`src/rtl/disp7_scan_n.sv`:
```
// Multiplexed common-anode 7-segment scanner: shadow/active frame buffering,
// inter-digit blanking, 16-level PWM and per-digit blink. Optional macro: LZ_SUPPRESS_EN.
module disp7_scan_n #(
  parameter int DIGITS    = 8,
  parameter int DWELL_W   = 16,
  parameter int BLANK_CYC = 64,
  parameter int BLINK_W   = 6
) (
  input  logic                clk,
  input  logic                rst_n,
  input  logic [4*DIGITS-1:0] hex_bus,
  input  logic [DIGITS-1:0]   dp_in,
  input  logic [DIGITS-1:0]   en_mask,
  input  logic [DIGITS-1:0]   blink_mask,
  input  logic [3:0]          brightness,
  input  logic                load,
  output logic [7:0]          seg,
  output logic [DIGITS-1:0]   an,
  output logic                frame_start
);
  localparam int IDX_W = (DIGITS > 1) ? $clog2(DIGITS) : 1;
  localparam int BLK_W = (BLANK_CYC > 1) ? $clog2(BLANK_CYC) : 1;
  localparam logic [IDX_W-1:0]   LAST_IDX   = IDX_W'(DIGITS - 1);
  localparam logic [BLK_W-1:0]   LAST_BLK   = BLK_W'(BLANK_CYC - 1);
  localparam logic [DWELL_W-1:0] LAST_DWELL = '1;

  typedef enum logic {ST_ON = 1'b0, ST_BLANK = 1'b1} state_e;

  // Complete scan position in one struct so a checker can bind to a single signal.
  typedef struct packed {
    state_e             st;
    logic [IDX_W-1:0]   idx;
    logic [DWELL_W-1:0] dwell;
    logic [BLK_W-1:0]   blank;
  } scan_t;

  scan_t               scan_q, scan_d;
  logic                enter_frame;
  logic                fs_int;
  logic [BLINK_W-1:0]  frame_cnt;

  logic [4*DIGITS-1:0] shd_hex, act_hex;
  logic [DIGITS-1:0]   shd_dp, act_dp, shd_en, act_en, shd_blink, act_blink;

  logic [3:0]          cur_hex;
  logic                lit;
  logic [DIGITS-1:0]   an_d;
  logic [7:0]          seg_d;

  function automatic logic [6:0] hex7(input logic [3:0] v);
    logic [6:0] s;
    case (v)
      4'h0: s = 7'b1000000;
      4'h1: s = 7'b1111001;
      4'h2: s = 7'b0100100;
      4'h3: s = 7'b0110000;
      4'h4: s = 7'b0011001;
      4'h5: s = 7'b0010010;
      4'h6: s = 7'b0000010;
      4'h7: s = 7'b1111000;
      4'h8: s = 7'b0000000;
      4'h9: s = 7'b0010000;
      4'hA: s = 7'b0001000;
      4'hB: s = 7'b0000011;
      4'hC: s = 7'b1000110;
      4'hD: s = 7'b0100001;
      4'hE: s = 7'b0000110;
      default: s = 7'b0001110;
    endcase
    return s;
  endfunction

  always_comb begin
    scan_d      = scan_q;
    enter_frame = 1'b0;
    case (scan_q.st)
      ST_ON: begin
        scan_d.dwell = scan_q.dwell + 1'b1;
        if (scan_q.dwell == LAST_DWELL) begin
          scan_d.st    = ST_BLANK;
          scan_d.blank = '0;
        end
      end
      default: begin
        scan_d.blank = scan_q.blank + 1'b1;
        if (scan_q.blank == LAST_BLK) begin
          scan_d.st    = ST_ON;
          scan_d.dwell = '0;
          if (scan_q.idx == LAST_IDX) begin
            scan_d.idx  = '0;
            enter_frame = 1'b1;
          end else begin
            scan_d.idx = scan_q.idx + 1'b1;
          end
        end
      end
    endcase
  end

  // Active data only moves on the edge that starts a frame, so a frame never tears.
  always_ff @(posedge clk or negedge rst_n) begin
    if (!rst_n) begin
      scan_q    <= '0;
      fs_int    <= 1'b0;
      frame_cnt <= '0;
      shd_hex   <= '0;
      shd_dp    <= '0;
      shd_en    <= '0;
      shd_blink <= '0;
      act_hex   <= '0;
      act_dp    <= '0;
      act_en    <= '0;
      act_blink <= '0;
    end else begin
      scan_q <= scan_d;
      fs_int <= enter_frame;
      if (enter_frame) begin
        act_hex   <= shd_hex;
        act_dp    <= shd_dp;
        act_en    <= shd_en;
        act_blink <= shd_blink;
        frame_cnt <= frame_cnt + 1'b1;
      end
      if (load) begin
        shd_hex   <= hex_bus;
        shd_dp    <= dp_in;
        shd_en    <= en_mask;
        shd_blink <= blink_mask;
      end
    end
  end

`ifdef LZ_SUPPRESS_EN
  logic [DIGITS-1:0] lz_supp;
  logic              lz_run;

  // Walk down from the top digit; disabled digits neither blank nor stop the run.
  always_comb begin
    lz_supp = '0;
    lz_run  = 1'b1;
    for (int i = DIGITS - 1; i >= 0; i--) begin
      if (act_en[i] && ((act_hex[4*i +: 4] != 4'h0) || act_dp[i])) lz_run = 1'b0;
      lz_supp[i] = lz_run && (i != 0);
    end
  end
`endif

  always_comb begin
    cur_hex = act_hex[4*scan_q.idx +: 4];
    lit = (scan_q.st == ST_ON) && act_en[scan_q.idx] &&
          (scan_q.dwell[DWELL_W-1 -: 4] <= brightness) &&
          !(frame_cnt[BLINK_W-1] && act_blink[scan_q.idx]);
`ifdef LZ_SUPPRESS_EN
    lit = lit && !lz_supp[scan_q.idx];
`endif
    an_d  = '1;
    seg_d = 8'hFF;
    if (lit) begin
      an_d[scan_q.idx] = 1'b0;
      seg_d            = {~act_dp[scan_q.idx], hex7(cur_hex)};
    end
  end

  always_ff @(posedge clk or negedge rst_n) begin
    if (!rst_n) begin
      an          <= '1;
      seg         <= 8'hFF;
      frame_start <= 1'b0;
    end else begin
      an          <= an_d;
      seg         <= seg_d;
      frame_start <= fs_int;
    end
  end
endmodule

```
`config.mk`:
```
export PLATFORM = sky130hd
export DESIGN_NAME = disp7_scan_n
export DESIGN_NICKNAME = d
export VERILOG_FILES = /design/src/rtl/disp7_scan_n.sv
export SDC_FILE = /design/constraint.sdc
export NUM_CORES = 1
export LEC_CHECK = 0
export ABC_AREA = 1
export CORE_ASPECT_RATIO = 2
export CORE_MARGIN = 4
export CORE_UTILIZATION = 45
export CTS_BUF_LIST = sky130_fd_sc_hd__clkbuf_4
export DETAILED_ROUTE_END_ITERATION = 7
export PLACE_DENSITY_LB_ADDON = 0.25
export SLEW_MARGIN = 20
export SYNTH_ARGS = -nofsm -noshare
export SYNTH_HDL_FRONTEND = slang
export SYNTH_SLANG_ARGS = --single-unit
```
`constraint.sdc`:
```
create_clock -name clk -period 3.1 [get_ports clk]
set_input_delay 0.62 -clock clk [delete_from_list [all_inputs] [get_ports clk]]
set_output_delay 0.62 -clock clk [all_outputs]
set_load 0.02 [all_outputs]
```
**Yosys cells after proc, flatten, opt, wreduce, memory -nomap -nowiden**

Memory sizes are Yosys's and may differ from the RTL's.
Index checks and enable logic that the tools add are counted.

- Mux-type cells: 19
- Shift operators: 1
- Reduce and logical (&&, ||, !) cells: 8
- $add $sub $neg: 4
- Bitwise gates (word level): 3
- Equality and inequality tests: 4
- Magnitude comparators: 3

Operator list:

| operator | number |
|---|---|
| indexed part select 32 x 6 -> 4 bit | 1 |
| 2-to-1 mux 22 bit | 1 |
| 2-to-1 mux 20 bit | 1 |
| adder 16 x 1 -> 16 bit (second input constant) | 1 |
| equality test 16 bit (second input constant) | 1 |
| 2-to-1 mux 8 bit | 2 |
| adder 6 x 1 -> 6 bit (second input constant) | 2 |
| binary-select mux 1 bit (select 3 bit) | 3 |
| 2-to-1 mux 1 bit | 9 |
| NOT 8 bit | 1 |
| equality test 6 bit (second input constant) | 1 |
| 2-to-1 mux 6 bit | 1 |
| logical AND 1 bit | 5 |
| less-or-equal comparator 4 bit | 1 |
| less-than comparator 3 x 4 -> 1 bit (second input constant) | 1 |
| adder 3 x 1 -> 3 bit (second input constant) | 1 |
| demux 1 bit (select 3 bit) | 1 |
| equality test 3 bit (second input constant) | 1 |
| greater-or-equal comparator 3 x 1 -> 1 bit (second input constant) | 1 |
| 2-to-1 mux 3 bit | 1 |
| != test 2 x 1 -> 1 bit (second input constant) | 1 |
| NOT 1 bit | 2 |
| AND reduction 2 bit | 1 |
| nonzero test 2 bit | 1 |
| zero test 1 bit | 1 |

- ROM bits: 112
- Input port bits: 63
- Output and inout port bits: 17
- Flip-flop bits (word level): 162
- Memories: 1

Memories:

| memory | words | bits a word | read ports | clocked after memory_dff | write ports | RTL line | RTL |
|---|---|---|---|---|---|---|---|
| (no name shown) | 16 | 7 | 1 | 0 | 0 | 52 | `case (v)` |

**Longest topological paths before layout**

Gate-level depths: netlist (run 1).

- Depth after elaboration: 6
- Depth in mapped cells: 15
- Depth with buffers taken out: 14

**Worst setup path after synthesis (run 1)**

OpenSTA, ideal clock, no wires.

- Path kind: reg2reg
- Start point: register scan_q[22] (netlist name)
- End point: register seg[3]
- Setup time: 80 ps
- Period minus slack after synthesis: 1834 ps
- Slack: 1266 ps
- Arrival: 1755 ps
- Stages on the path, launching flop included: 15
- Required time: 3020 ps
- Cells stage by stage: dfrtp_1 buf_4 buf_4 nand2_1 nand2_1 nand2_1 nand2_1 nand2_1 nand2_1 inv_1 ha_1 inv_1 nand2_1 nand3_1 nand3_2

- Cells in the longest elaborated chain, start to end: 6

RTL lines:

| what | RTL line | RTL |
|---|---|---|
| start, declared | 37 | `scan_t scan_q, scan_d;` |
| start signal, assigned | 115 | `scan_q <= scan_d;` |
| parallel branches: the longest is 5 deep, another holds memory read (16 x 7 bit) | - |  |
| 2-to-1 mux 8 bit * | 158 | `if (lit) begin` |
| via seg_d[3] | 48 | `logic [7:0] seg_d;` |
| end signal, assigned | 171 | `seg <= seg_d;` |
| end, declared | 17 | `output logic [7:0] seg,` |

Mark *: on every way through the listed nets, which the timed path passes. The select of a mux whose other input is x is not followed.
A chain may end at the register's enable or synchronous reset.

**Final worst setup path (run 1)**

- Start point: register scan_q[23] (netlist name)
- End point: register seg[0]

The elaborated chain is that of the path after synthesis.

==> impl_metrics.ini, run 1 <==
[global_routing]
antenna_found_initial = 1
grt_pass1_wl_um = 25000
grt-ovfl-total = 0
grt_pass1_vias = 5390
track_usage_pct = 16.7
grt_max_degree = 113

[hold_path]
min_path_cells = 0
hold_path_class = reg2reg
min_from = fs_int
min_to = frame_start

[synthesis]
syn_inst = 852
synthesis.nets = 930
synth_area_leaders = dfrtp_1 (50%), nand2_1 (14%), o21ai_0 (6.1%)
synth_seq_cells = 162
yosysTopAreaCell = dfrtp_1
yosys_warnings = 0
seq_area_frac_synth_pct = 55.6
syn_avg_cell_area_um2 = 8.60
netlist_area_mm2 = 0.00733
synth_cell_types = 39
synth_top_area_share_pct = 49.8

[power_and_ir_drop]
seqPwrFrac_pct = 60.3
power_frac_comb_pct = 6.4
worst_ir_drop_vdd_v = 0.000386
power_switching_uw = 863
p_leak_nw = 4.09
powerDensity_mw_per_mm2 = 425
power.share.clock_pct = 33.3
p_sw_share_pct = 23.7
intPower_mw = 2.78

[clock_network]
htree_levels = 4
cts_tree = yes
clockRootBuffer = clkbuf_4
numClockSinks = 162
cts_made_buffers = 17
postCtsSetupBuffers = 0
cts_resized = 0
ctsHoldBuffers = 1
clockBufferDepth = 2
clkLatencyLatePin_ns = 0.55
clk_pin_slew_ns = 0.13

[routing]
remaining_drc_errors = 0
drt_first_pass_iters = 4
num_vias = 5444
drt_iter0_markers = 293
avgViaCountPerCell = 4.78
wl_per_cell_um = 12.8
drt_wl_total_um = 14600
postRouteAntennaNets = 0

[worst_setup_path]
critPathCaptureType = flop
path_max_fanout = 16
r2r_cells = 9
critPathLaunchType = flop
cp.arrival_ns = 2.83
r2r-start = scan_q[23]
crit_required_ns = 3.56
worstSetupPathType = reg2reg
r2r_end = seg[0]
r2r_setup_slack_ns = 0.73

[cells_and_area]
final_common_cell = nand2_1
layout_common_cells = nand2_1 (270), dfrtp_1 (146), inv_1 (94)
nets = 1001
instances_no_fill = 1138
area_delta_synth_final_pct = 16.7
drive_gt1_share_pct = 9.72

[floorplan]
fp.coreArea_mm2 = 0.0159
row_count = 65
ios = 80
initial_core_util_pct = 46.2
dieArea_mm2 = 0.0185
die_h_um = 189
die_w_um = 98.3

[timing]
fin_crit_sh_pct = 76.4
rsz0062_at_grt = false
worst_slew_pin_slew_ns = 0.866
fmax_ghz = 0.422
setup_violations = 0
hold_violations = 0
relSlewSlack_pct = 42.3
post-route-min-period_ns = 2.37
setup_tns_ns = 0
fin_skew_ns = 0.0234
slew_viol_final = 0

[placement]
dpl.hpwl_um = 10800
port_buffers = 79
gp_congestion = 0.822
dpl.cell_count = 1104

[outcome]
status = finished, final reports clean

[flow_run]
maxCapViolations = 0
==> worst max-delay path, stage by stage (launching register included) <==
cell	delay [ns]
dfrtp_1	0.85
inv_2	0.23
nor2_4	0.28
nand3_1	0.11
nand2_1	0.08
nor2_1	0.05
nand2_2	0.06
nand2_2	0.06
nor2_4	0.40
nand3_1	0.16
==> synthesized netlist by cell type, drive strengths merged <==
library cell    n
nor3b           1
inv           103
a31oi           1
xor2            4
xnor2           1
nor3            4
o31ai           1
clkbuf         25
dfstp          16
buf            12
nand4           3
o32ai           2
a21oi          13
mux2i           1
o21a            1
o21bai          1
nand2         278
a21boi          1
nor2           40
nand3          51
o22ai           2
a211oi          1
clkinv          1
o21ai         128
ha             15
dfrtp         146
==> state kept, by name, summed over array words and instances, names as in the netlist <==
signal	flops
shd_blink	8
shd_en	8
frame_cnt	6
shd_dp	8
frame_start	1
act_blink	8
fs_int	1
act_en	8
act_hex	32
seg	8
an	8
shd_hex	32
scan_q	26
act_dp	8
==> how the worst max path moves through the flow <==
stage	endpoint	cells after the start	startpoint
final	seg[0]	9	scan_q[23]
after global routing	seg[0]	9	scan_q[23]
after CTS	seg[0]	9	scan_q[23]
after detailed placement	seg[0]	9	brightness[3]
after global placement	seg[4]	9	brightness[3]
after floorplan	seg[3]	14	scan_q[22]
==> power by group through the flow <==
stage               sequential [mW]  combinational [mW]  clock (mW)
finish                         2.19               0.232        1.21
global route                   2.20               0.272        1.34
CTS                            2.19               0.242        1.27
detailed placement             2.23               0.240           0
global placement               2.23               0.235           0
floorplan                      2.23              0.0867           0
==> layer usage <==
metal  global-route usage [%]  up-vias  share of wire, %
met3                     2.82       18               3.4
li1                         -     2836                 -
met4                     6.47        0               2.0
met2                     30.9      102                55
met5                        0        -                 0
met1                     19.0     2488                39
==> per-stage QoR <==
step | power [mW] | hold WS, ns | instance area, um^2 | setup WS (ns) | utilization [%]
global route | 3.82 | 0.372 | 8560 | 0.576 | 53.9
finish | 3.64 | 0.365 | 8560 | 0.731 | 53.9
CTS | 3.70 | 0.367 | 8550 | 0.708 | 53.9
detailed placement | 2.47 | 0.338 | 8260 | 0.467 | 52.1
floorplan | 2.32 | 0.324 | 7330 | 1.27 | -
global placement | 2.47 | 0.333 | 8260 | 0.567 | 52.1
==> cell type report <==
class                   count  area (um^2)
flip-flops and latches    162         4070
multi-input cells         549         2660
diodes                      1         2.50
well taps                 201          251
repair buffers             89          890
clock buffers              19          143
clock inverters            13          139
inverters                 104          395
fillers                  1514         7300
==> kinds of logic after synthesis <==
group                      Yosys count  synth area share (%)
xor gates and xnor gates             5                 0.597
and+or+nand+nor                    377                  22.3
adders and majority gates           15                  2.56
muxes                                1                 0.137
buffers and inverters              141                  8.19
DFF                                162                  55.6
AOI/OAI and AO/OA                  151                  10.7
Power figures use the tool's default switching activity.
==> inputs of run 2 (changes only) <==
clock period = 2.14 ns   (was 3.1 ns; I/O delays follow)
==> run 2 against run 1 <==
Register-to-register slack lost 0.51 ns. Via count grew 1.3%. Die area is the same. Clock power grew 51%. Clock skew grew 0.0013 ns. Count of clock-buffer cells in the layout shrank 2. Wire length grew 3.6%. Final area grew 1.7%. Critical path type is now reg2out. Largest power group unchanged.
==> impl_metrics.ini, run 2 (synthesis results as in run 1) <==
[timing]
fin_skew_ns = 0.0247
fin_crit_sh_pct = 89.4
fmax_ghz = 0.522
worst_slew_pin_slew_ns = 0.391
worst_slack_ns = 0.226
rsz0062_at_grt = false
post-route-min-period_ns = 1.91
slew_viol_final = 0
setup_violations = 0
holdWs_ns = 0.305
hold_violations = 0
relSlewSlack_pct = 73.9

[clock_network]
clockBufferDepth = 2
cts_made_buffers = 17
clkLatencyLatePin_ns = 0.55
numClockSinks = 162
clockRootBuffer = clkbuf_4
clk_pin_slew_ns = 0.14
cts_tree = yes
htree_levels = 4

[flow_run]
maxCapViolations = 0

[floorplan]
fp.coreArea_mm2 = 0.0159
initial_core_util_pct = 46.2
die_w_um = 98.3
die_h_um = 189
ios = 80
row_count = 65
dieArea_mm2 = 0.0185

[placement]
port_buffers = 79
gp_congestion = 0.832
place_ws_ns = -0.0435
dpl.hpwl_um = 11100

[global_routing]
grt_max_degree = 113
antenna_found_initial = 1
grt_pass1_vias = 5624
grt_pass1_wl_um = 25900
grt-ovfl-total = 0
track_usage_pct = 17.3

[worst_setup_path]
cpPeakStageDelay_ns = 0.60
path_max_fanout = 1
r2r-start = scan_q[23]
critPathLaunchType = flop
cp_top_family = buffers and inverters
crit_required_ns = 1.71
cp.arrival_ns = 1.49
r2r_cells = 12
critPathCaptureType = output port
worstSetupPathType = reg2out
cpMaxStageDelayCell = clkdlybuf4s50_1
path_buf_inv = 1
worstSetupStartpoint = frame_start
r2r_setup_slack_ns = 0.23
crit_cells = 1
path_cells = clkdlybuf4s50_1

[cells_and_area]
fillers = 1469
layout_common_cells = nand2_1 (270), dfrtp_1 (145), inv_1 (94)
drive_gt1_share_pct = 11.0
nets = 1013
reg_top3 = act_hex (32), shd_hex (32), scan_q (26)
final_common_cell = nand2_1
area_delta_synth_final_pct = 18.7

[routing]
remaining_drc_errors = 0
drt_iter0_markers = 246
avgViaCountPerCell = 4.80
wl_per_cell_um = 13.1
drt_first_pass_iters = 5
drt_wl_total_um = 15100
postRouteAntennaNets = 0
num_vias = 5515

[power_and_ir_drop]
worst_ir_drop_vdd_v = 0.000461
p_leak_nw = 4.14
powerDensity_mw_per_mm2 = 615

[hold_path]
hold_path_class = in2async

[outcome]
status = finished, final reports clean
-- run 2: path summary, 6_finish.rpt --
path	end
worst max-delay path	frame_start
worst min-delay path	scan_q[1]
worst max register to register	seg[3]
worst min register to register	frame_start
max in group asynchronous	scan_q[22]
min in group clk	shd_hex[9]
-- run 2: area by class of cell --
cell class	count	area [um^2]	area share [%]
Multi-Input combinational cell	549	2660	30.6
Timing Repair Buffer	101	1030	11.8
Antenna cell	1	2.50	0.0288
Inverter	104	395	4.54
Clock buffer	17	128	1.47
Sequential cell	162	4080	46.8
Clock inverter	15	158	1.81
Tap cell	201	251	2.89
-- run 2: where the power goes --
group          switching (mW)  total, mW  internal, mW  leakage (nW)
logic                   0.190      0.346         0.156          1.91
registers              0.0236       3.18          3.16          2.09
clock network            1.13       1.83         0.704         0.142
total                    1.34       5.35          4.02          4.14
-- run 2: routing by layer --
metal	GRT usage (%)	part of all wire (%)
met5	0	0
met3	3.19	2.6
met4	5.10	1.4
met1	19.4	40
met2	32.7	56
-- run 2: repair_timing --
action,4_1_cts,5_1_grt
pin swaps,0,0
setup buffers,0,0
hold buffers,1,0
hold endpoints to repair,26,0
setup endpoints to repair,11,8
resized for setup,11,6
-- run 2: per-stage QoR --
| stage | std cells | instance area (um^2) | utilization [%] | TNS, ns | power, mW |
|---|---|---|---|---|---|
| floorplan | 852 | 7330 | - | 0 | 3.36 |
| global placement | 1116 | 8400 | 53.0 | -0.0795 | 3.58 |
| detailed placement | 1116 | 8400 | 53.0 | -0.405 | 3.59 |
| CTS | 1149 | 8680 | 54.8 | 0 | 5.43 |
| global route | 1150 | 8700 | 54.9 | 0 | 5.60 |
| finish | 1150 | 8700 | 54.9 | 0 | 5.35 |
==> RTL change (flow settings as in run 2) <==
Put one more register stage on the output `an`, cleared by the reset. The value now appears one clock later. The other outputs are not delayed to match.
--- a/src/rtl/disp7_scan_n.sv
+++ b/src/rtl/disp7_scan_n.sv
@@ -33,6 +33,8 @@
     logic [DWELL_W-1:0] dwell;
     logic [BLK_W-1:0]   blank;
   } scan_t;
+
+  logic [DIGITS-1:0] an_s0;
 
   scan_t               scan_q, scan_d;
   logic                enter_frame;
@@ -163,14 +165,22 @@
 
   always_ff @(posedge clk or negedge rst_n) begin
     if (!rst_n) begin
-      an          <= '1;
+      an_s0       <= '1;
       seg         <= 8'hFF;
       frame_start <= 1'b0;
     end else begin
-      an          <= an_d;
+      an_s0       <= an_d;
       seg         <= seg_d;
       frame_start <= fs_int;
     end
   end
+  always_ff @(posedge clk or negedge rst_n) begin
+    if (!rst_n) begin
+      an <= '0;
+    end else begin
+      an <= an_s0;
+    end
+  end
+
 endmodule
 
Check against the original RTL: not equivalent (a bounded check fails within 4 cycles, from zero or initial values and one cycle with rst_n low).
==> RTL change against run 2 <==
- worst setup slack worse by 0.12 ns
- final area is 3.0% higher
- routed wire length is 0.62% higher
- sequential cell count is 8 higher
- power is 2.7% higher
- utilization is 1.1 points lower
- final cell count is 3.0% higher
- synthesized area is 3.8% higher
- critical path type is now reg2reg
- largest power group unchanged
==> RTL change: results (changes against run 2) <==
Portion of total power attributed to sequential cells: 0.605 (+0.011)
Switching power total: 1.32 mW (-1.6%)
DP Cell Count: 1150 (+3.0%)
Inverters excl. clock: 108 (+3.8%)
First-pass iteration count of the detailed router: 4 (-1)
Chip width: 100 µm (+1.7%)
Global-route usage over all layers: 0.171 (-0.00157)
Result of the run: complete, no violations
DR WL met3: 385 µm (-0.77%)
DP Worst Slack: -0.0883 ns (-0.0447 ns)
Maximum fanout along the worst path: 9 (+8)
Fraction of synthesized cell area in xor and xnor cells: 0.00575 (-0.000219)
Placed standard-cell area: 0.00867 mm² (+3.2%)
Internal reg-to-reg setup slack: 0.11 ns (-0.12 ns)
Wire length on met2: 8.01 mm (-4.9%)
CP Launch Point: scan_q[24]
Routability cong.: 0.860 (+3.4%)
Number of distinct library cells after synthesis: 34 (-13%)
Layout clock buffers: 18 (+1)
Depth of the worst register-to-register path: 11 (-1)
Global Route met2 Usage: 0.311 (-0.0158)
Complex-gate fraction of the synthesized area: 0.0965 (-0.0103)
Number of DRC markers in iteration 0: 236 (-4.1%)
Leading cell types by total area after synthesis: dfrtp_1 (51%), nand2_1 (14%), dfstp_2 (5.5%), inv_1 (4.9%), o21ai_0 (4.7%)
Area Growth Syn to Fin: 17.7%
Layout cell share with drive strength beyond 1: 0.110 (about the same)
Synth Area in Adders: 0.0247 (-0.000939)
Largest net degree at the start of global routing: 61 (-46%)
RTL change: changes by cell type after synthesis, moves of 4 or more:
cell      before  now
nor2_1        32   19
nand3_1       43   51
dfrtp_1      146  154
o21ai_0       89   72
nor3_1         4    9
nor2_2         3    7
nand2_1      270  279
inv_1         94  100
clkbuf_1      25   19
o21ai_1       39   57
buf_6          5    9
RTL change: how the worst min path moves through the flow:
stage	start	to	slack (ns)	depth (start not counted)
after global placement	fs_int	frame_start	0.33	0
after floorplan	rst_n	act_blink[0]	0.13	0
after CTS	load	shd_hex[30]	0.24	3
after detailed placement	fs_int	frame_start	0.34	0
after global routing	load	shd_hex[31]	0.27	3
final	load	shd_hex[30]	0.29	3
RTL change: worst reg2reg max path, delay by kind of cell, from the launching register on:
family                     cells  cell delay [ns]
and+or+nand+nor                8             0.83
adders and majority gates      1             0.32
buffers and inverters          2             0.32
DFF                            1             0.51
